===== src/rtl/core_sequencer.sv =====
// core_sequencer: multi-cycle control FSM for one hart. It owns PC, IR, the
// registered ALU result, the load-data register and every write/retire strobe.
// Memories are reached through req/ready handshakes, so latency may vary.
// Optional build macro: PERF_CNT_EN adds cycle, retired-instruction and stall
// counters as extra outputs.
module core_sequencer #(
  parameter int              XLEN      = 32,
  parameter logic [XLEN-1:0] RESET_PC  = '0,
  parameter int              HART_ID   = 0,
  parameter int              HART_BITS = 2
) (
  input  logic                 clk,
  input  logic                 reset,
  output logic                 imem_req,
  output logic [XLEN-1:0]      imem_addr,
  input  logic                 imem_ready,
  input  logic [31:0]          imem_rdata,
  output logic                 dmem_req,
  output logic                 dmem_we,
  output logic [XLEN-1:0]      dmem_addr,
  input  logic                 dmem_ready,
  input  logic [XLEN-1:0]      dmem_rdata,
  output logic [HART_BITS-1:0] hart_id,
  output logic [31:0]          instr,
  output logic [XLEN-1:0]      pc,
  input  logic                 is_load,
  input  logic                 is_store,
  input  logic                 is_halt,
  input  logic [XLEN-1:0]      alu_out,
  input  logic                 br_taken,
  output logic [XLEN-1:0]      load_data,
  output logic                 reg_wr,
  output logic                 retire,
  output logic                 halted,
  output logic                 trap
`ifdef PERF_CNT_EN
  ,
  output logic [63:0]          cycle_cnt,
  output logic [63:0]          instret_cnt,
  output logic [63:0]          stall_cnt
`endif
);

  typedef enum logic [2:0] {
    FETCH   = 3'd0,
    DECODE  = 3'd1,
    EXECUTE = 3'd2,
    MEM     = 3'd3,
    WB      = 3'd4,
    HALT    = 3'd5
  } state_t;

  localparam logic [31:0] NOP = 32'h0000_0013;

  state_t          state_reg, state_next;
  logic [XLEN-1:0] pc_reg;
  logic [XLEN-1:0] next_pc_reg;
  logic [XLEN-1:0] alu_q_reg;
  logic [XLEN-1:0] load_data_reg;
  logic [31:0]     instr_reg;
  logic            trap_reg;
  logic            misaligned;

  // A taken branch/jump to a non-word address stops the core instead of retiring.
  assign misaligned = br_taken && (alu_out[1:0] != 2'b00);

  // State register; reset parks the core in FETCH.
  always_ff @(posedge clk or negedge reset) begin
    if (!reset) state_reg <= FETCH;
    else        state_reg <= state_next;
  end

  // Next-state and handshake/strobe decode. Requests are gated by reset so an
  // in-flight request is dropped the moment reset asserts.
  always_comb begin
    state_next = state_reg;
    imem_req   = 1'b0;
    dmem_req   = 1'b0;
    dmem_we    = 1'b0;
    reg_wr     = 1'b0;
    retire     = 1'b0;
    case (state_reg)
      FETCH: begin
        imem_req = reset;
        if (imem_ready) state_next = DECODE;
      end
      DECODE: begin
        state_next = is_halt ? HALT : EXECUTE;
      end
      EXECUTE: begin
        if (misaligned)              state_next = HALT;
        else if (is_load || is_store) state_next = MEM;
        else                          state_next = WB;
      end
      MEM: begin
        dmem_req = reset;
        dmem_we  = is_store;
        if (dmem_ready) state_next = WB;
      end
      WB: begin
        reg_wr     = !is_store && (instr_reg[11:7] != 5'd0);
        retire     = 1'b1;
        state_next = FETCH;
      end
      HALT: begin
        state_next = HALT;
      end
      default: begin
        state_next = HALT;
      end
    endcase
  end

  // Architectural registers: IR capture, EXECUTE sampling, load capture, PC commit.
  always_ff @(posedge clk or negedge reset) begin
    if (!reset) begin
      pc_reg        <= RESET_PC;
      next_pc_reg   <= RESET_PC;
      instr_reg     <= NOP;
      alu_q_reg     <= '0;
      load_data_reg <= '0;
      trap_reg      <= 1'b0;
    end else begin
      case (state_reg)
        FETCH: begin
          if (imem_ready) instr_reg <= imem_rdata;
        end
        EXECUTE: begin
          alu_q_reg   <= alu_out;
          next_pc_reg <= br_taken ? alu_out : pc_reg + XLEN'(4);
          if (misaligned) trap_reg <= 1'b1;
        end
        MEM: begin
          if (dmem_ready && !is_store) load_data_reg <= dmem_rdata;
        end
        WB: begin
          pc_reg <= next_pc_reg;
        end
        default: begin
        end
      endcase
    end
  end

  assign imem_addr = pc_reg;
  assign dmem_addr = alu_q_reg;
  assign pc        = pc_reg;
  assign instr     = instr_reg;
  assign load_data = load_data_reg;
  assign halted    = (state_reg == HALT);
  assign trap      = trap_reg;
  assign hart_id   = HART_BITS'(HART_ID);

`ifdef PERF_CNT_EN
  logic [2:0]  cnt_inc;
  logic [63:0] cnt_reg [3];

  assign cnt_inc[0] = (state_reg != HALT);
  assign cnt_inc[1] = retire;
  assign cnt_inc[2] = ((state_reg == FETCH) && !imem_ready) ||
                      ((state_reg == MEM)   && !dmem_ready);

  generate
    for (genvar gi = 0; gi < 3; gi++) begin : g_cnt
      // One free-running 64-bit event counter per enable bit.
      always_ff @(posedge clk or negedge reset) begin
        if (!reset)           cnt_reg[gi] <= '0;
        else if (cnt_inc[gi]) cnt_reg[gi] <= cnt_reg[gi] + 64'd1;
      end
    end
  endgenerate

  assign cycle_cnt   = cnt_reg[0];
  assign instret_cnt = cnt_reg[1];
  assign stall_cnt   = cnt_reg[2];
`endif

endmodule


===== config.mk =====
export PLATFORM = sky130hd
export DESIGN_NAME = core_sequencer
export DESIGN_NICKNAME = d
export VERILOG_FILES = /design/src/rtl/core_sequencer.sv
export SDC_FILE = /design/constraint.sdc
export NUM_CORES = 1
export LEC_CHECK = 0
export BUFFER_PORTS_ARGS = -buffer_cell sky130_fd_sc_hd__buf_2
export CORE_ASPECT_RATIO = 1.5
export CORE_UTILIZATION = 53
export CTS_CLUSTER_SIZE = 24
export DETAILED_ROUTE_END_ITERATION = 8
export HOLD_SLACK_MARGIN = 0.15
export PLACE_DENSITY_LB_ADDON = 0.25
export SLEW_MARGIN = 15
export SYNTH_ARGS = -nofsm -noshare
export SYNTH_HDL_FRONTEND = slang
export SYNTH_SLANG_ARGS = --single-unit
export TNS_END_PERCENT = 10

===== constraint.sdc =====
create_clock -name clk -period 3.7 [get_ports clk]
set_clock_uncertainty 0.05 [all_clocks]
set_input_delay 1.11 -clock clk [delete_from_list [all_inputs] [get_ports clk]]
set_output_delay 1.11 -clock clk [all_outputs]
set_load 0.01 [all_outputs]

* After elaboration in Yosys (flattened, before gate mapping)
Cells that the tools add are included.
** Operators by class
- Add/sub/neg operators :: 1
- Eq/ne operators :: 7
- Mux-type cells :: 12
- Reductions and logical operators :: 12
** Operators with widths (number)
- 32-bit by 3-bit adder with 32-bit output, second input constant :: 1
- 32-bit two-way mux :: 1
- 3-bit two-way mux :: 5
- 3-bit one-hot mux with 5 select lines :: 1
- 2-bit AND reduction :: 4
- 3-bit by 2-bit equality test with 1-bit output, second input constant :: 2
- 3-bit equality test, second input constant :: 2
- 1-bit two-way mux :: 5
- 5-bit nonzero test :: 1
- 2-bit != test, second input constant :: 2
- 3-bit by 1-bit equality test with 1-bit output, second input constant :: 1
- 1-bit logical AND :: 3
- 3-bit zero test :: 1
- 2-bit nonzero test :: 1
- 1-bit zero test :: 1
- 1-bit logical OR :: 1
** Storage, ports and cells
- Bits in registers :: 164
- Input bits :: 104
- Output and inout bits :: 169

* Depth between registers and ports, before layout
- Depth after elaboration :: 4
- Gate-level depth with buffers :: 7
- Mapped depth without buffers :: 6

* Worst setup path before layout
Ideal clock, no wire load.
- Path type :: flip-flop to output port
- Start point :: register state_reg[2]
- End point :: output reg_wr
- Data arrival time :: 1522 ps
- Slack :: 1018 ps
- Cell stages (with the launch flop) :: 6
- Cells stage by stage :: dfrtp_1 -> buf_2 -> inv_1 -> nor3_2 -> buf_2 -> nor3b_1
** Between the ends
- Longest elaborated chain between the ends :: 2
** Ends and longest elaborated chain
- start, declared :: RTL line 55 : state_t state_reg, state_next;
- start signal, assigned :: RTL line 70 : else state_reg <= state_next;
- 3-bit equality test :: RTL line 82 : case (state_reg)
- 1-bit two-way mux :: RTL line 82
- end, declared :: RTL line 32 : output logic reg_wr,
Every way passes these cells.

* Worst setup path in the final report
- Start point :: register state_reg[1]
- End point :: output dmem_we
** Between the ends
- Longest elaborated chain between the ends :: 2
** Ends and longest elaborated chain
- 3-bit by 2-bit equality test with 1-bit output :: RTL line 82
- 1-bit two-way mux :: RTL line 82
- end, declared :: RTL line 19 : output logic dmem_we,
Every way passes these cells.

==> metrics.cfg <==
[yosys]
avgSynthCellArea_um2 = 11.3
synth_cell_types = 44
synth_edf_count = 0
synth-async-reset-ratio_pct = 100
synth_area_um2 = 7320
synth_seq_cells = 164
ys.warnings.count = 0
yosysSeqAreaShare_pct = 56.1
yosysTopAreaCell = dfrtp_1
yosys-top-cells-area = dfrtp_1 (55%), mux2_2 (13%), nand2_1 (6.4%), buf_4 (3.9%), a21oi_1 (2.1%)
synthCells = 650
yosys.area.top_type_share_pct = 55.0
synthFlopType = dfrtp_1

[clock_network]
clkTransAtPathRegs_ns = 0.06
cts_hold_buffers = 0
post_cts_resized = 0
insertion_delay_ns = 0.41
clockBufferDepth = 2
numCtsBuffers = 17
cts_tree = built
clock_sinks = 164
htreeDepth = 4
clockRootBuffer = clkbuf_16
cts_setup_buffers = 0

[sta]
tightest_slew_ns = 0.924
max_clock_freq_ghz = 0.340
rsz0062_at_grt = false
period_needed_ns = 2.94
maxSlewViolCount = 0
fin_setup_tns_ns = 0
slew_headroom_pct = 38.4
hold_slack_ns = 0.419
final_hold_viol_count = 0
setup_viol = 0
period_share_pct = 79.5

[outcome]
status = finished with violations
violations = design-rule violations

[global_route]
grt_max_degree = 73
top_usage_layer = met2
first_global_vias = 6104
grt_pass1_wl_mm = 30.3
grt_use_met3_pct = 6.34
antenna_found_initial = 0
globalRouteTotalUtil_pct = 27.1
met1_usage_pct = 30.2
globalRouteOverflowTotal = 0
grtUsageMet2_pct = 49.2

[floorplan]
rows = 52
initial_core_util_pct = 54.4
dieArea_um2 = 14300
die_h_um = 146
dieWidth_um = 98.0
ios = 273
core_area_um2 = 13500

[final_layout]
syn2layout_area_growth_pct = 26.0
final_common_cell = buf_2
drive_gt1_share_pct = 46.4
design_area_um2 = 9230
register_area_um2 = 4110
nNetsFinal = 989
layout_common_cells = buf_2 (269), dfrtp_1 (161), nand2_1 (123), mux2_2 (87), nor2_1 (38)
fill_cells = 1022
antenna_cells = 0
multi_input_area_um2 = 2820

[placed_design]
hpwl_mm = 13.4
io_buffers = 270
postPlaceCellArea_um2 = 8580
routabilityCongestion = 0.845

[worst_hold_path]
hp-class = reg -> reg

[power_and_ir_drop]
powerDensity_nw_per_um2 = 794
power_leakage_nw = 4.53
irDropWorstVdd_mv = 0.390

[run]
max_cap_violations = 0

[worst_setup_path]
crit_type = reg -> out
critPathMaxFanout = 15
start_kind = flip-flop
arrival_ns = 1.78
endpoint_kind = output port
critical_path_required_ns = 2.54

[drt]
first_pass_iters = 7
dr.first_iter.drc_count = 257
drtAntennaViolNets = 0
drc = 14
viasPerCell = 5.40
dr_total_vias = 5716
wirelength_mm = 18.6
wire_per_inst_um = 17.6

cell families after synthesis:
kind of cell / count (synthesis) / share of synthesized area (%)
XOR/XNOR: 26 / 3.11
other: 1 / 0.0512
adder cells (fa/ha/maj): 1 / 0.171
AO/OA/AOI/OAI: 73 / 5.93
AND/OR/NAND/NOR: 215 / 13.7
buffers and inverters: 71 / 5.78
flip-flops: 164 / 56.1
multiplexers: 99 / 15.2
Yosys cell counts (all sizes together) (4+ instances only):
library cell	number
nand3	17
xor2	16
o22ai	12
xnor2	10
mux2	95
clkbuf	15
o21ai	22
nand4	8
nand2	124
nor2	38
dfrtp	161
buf	51
inv	5
a21oi	30
nor3	6
mux2i	4
and3	10
final timing paths:
kind	start	endpoint	slack, ns	cells past startpoint
max in group asynchronous	reset	dmem_addr[29]$_DFFE_PN0N_	1.63	3
worst min-delay path	dmem_addr[7]$_DFFE_PN0N_	dmem_addr[7]$_DFFE_PN0N_	0.42	2
min in group asynchronous	reset	dmem_addr[6]$_DFFE_PN0N_	0.70	2
worst max register to register	state_reg[2]$_DFFE_PN0P_	next_pc_reg[14]$_DFFE_PN0N_	1.30	4
worst max-delay path	state_reg[1]$_DFFE_PN0P_	dmem_we	0.76	3
worst min register to register	dmem_addr[7]$_DFFE_PN0N_	dmem_addr[7]$_DFFE_PN0N_	0.42	2
stage by stage:
step	setup WS [ns]	utilization, %	power (mW)	std cells
after detailed placement	0.929	63.7	5.42	1027
after CTS	0.729	68.5	7.39	1058
after global routing	0.609	68.5	7.73	1058
after global placement	0.906	63.7	5.32	1027
final	0.757	68.5	7.32	1058
after floorplan	1.02	-	4.50	651
power by group:
group	leakage (nW)	switching, mW	internal [mW]
sequential	1.88	0.553	2.46
combinational	2.34	1.22	1.17
clock	0.311	0.709	1.22
total	4.53	2.48	4.84
critical path, stage by stage (launching register included):
cell and delay (ns):
dfrtp_1 0.70, nand2_1 0.25, nor3b_1 0.25, buf_2 0.17
layer usage:
layer  vias to the layer above  routed length (um)
met4                         0                 467
met1                      2795                6900
met2                       249                9960
met5                         -                   0
li1                       2642                   -
met3                        30                1260
final cells by class:
class	instances	area share, %
clock buffers	20	4.84
clock inverters	11	2.14
inverters	5	0.203
multi-input cells	416	30.6
flip-flops and latches	164	44.5
well taps	162	2.20
repair buffers	280	15.5
(Power assumes the default switching activity.)
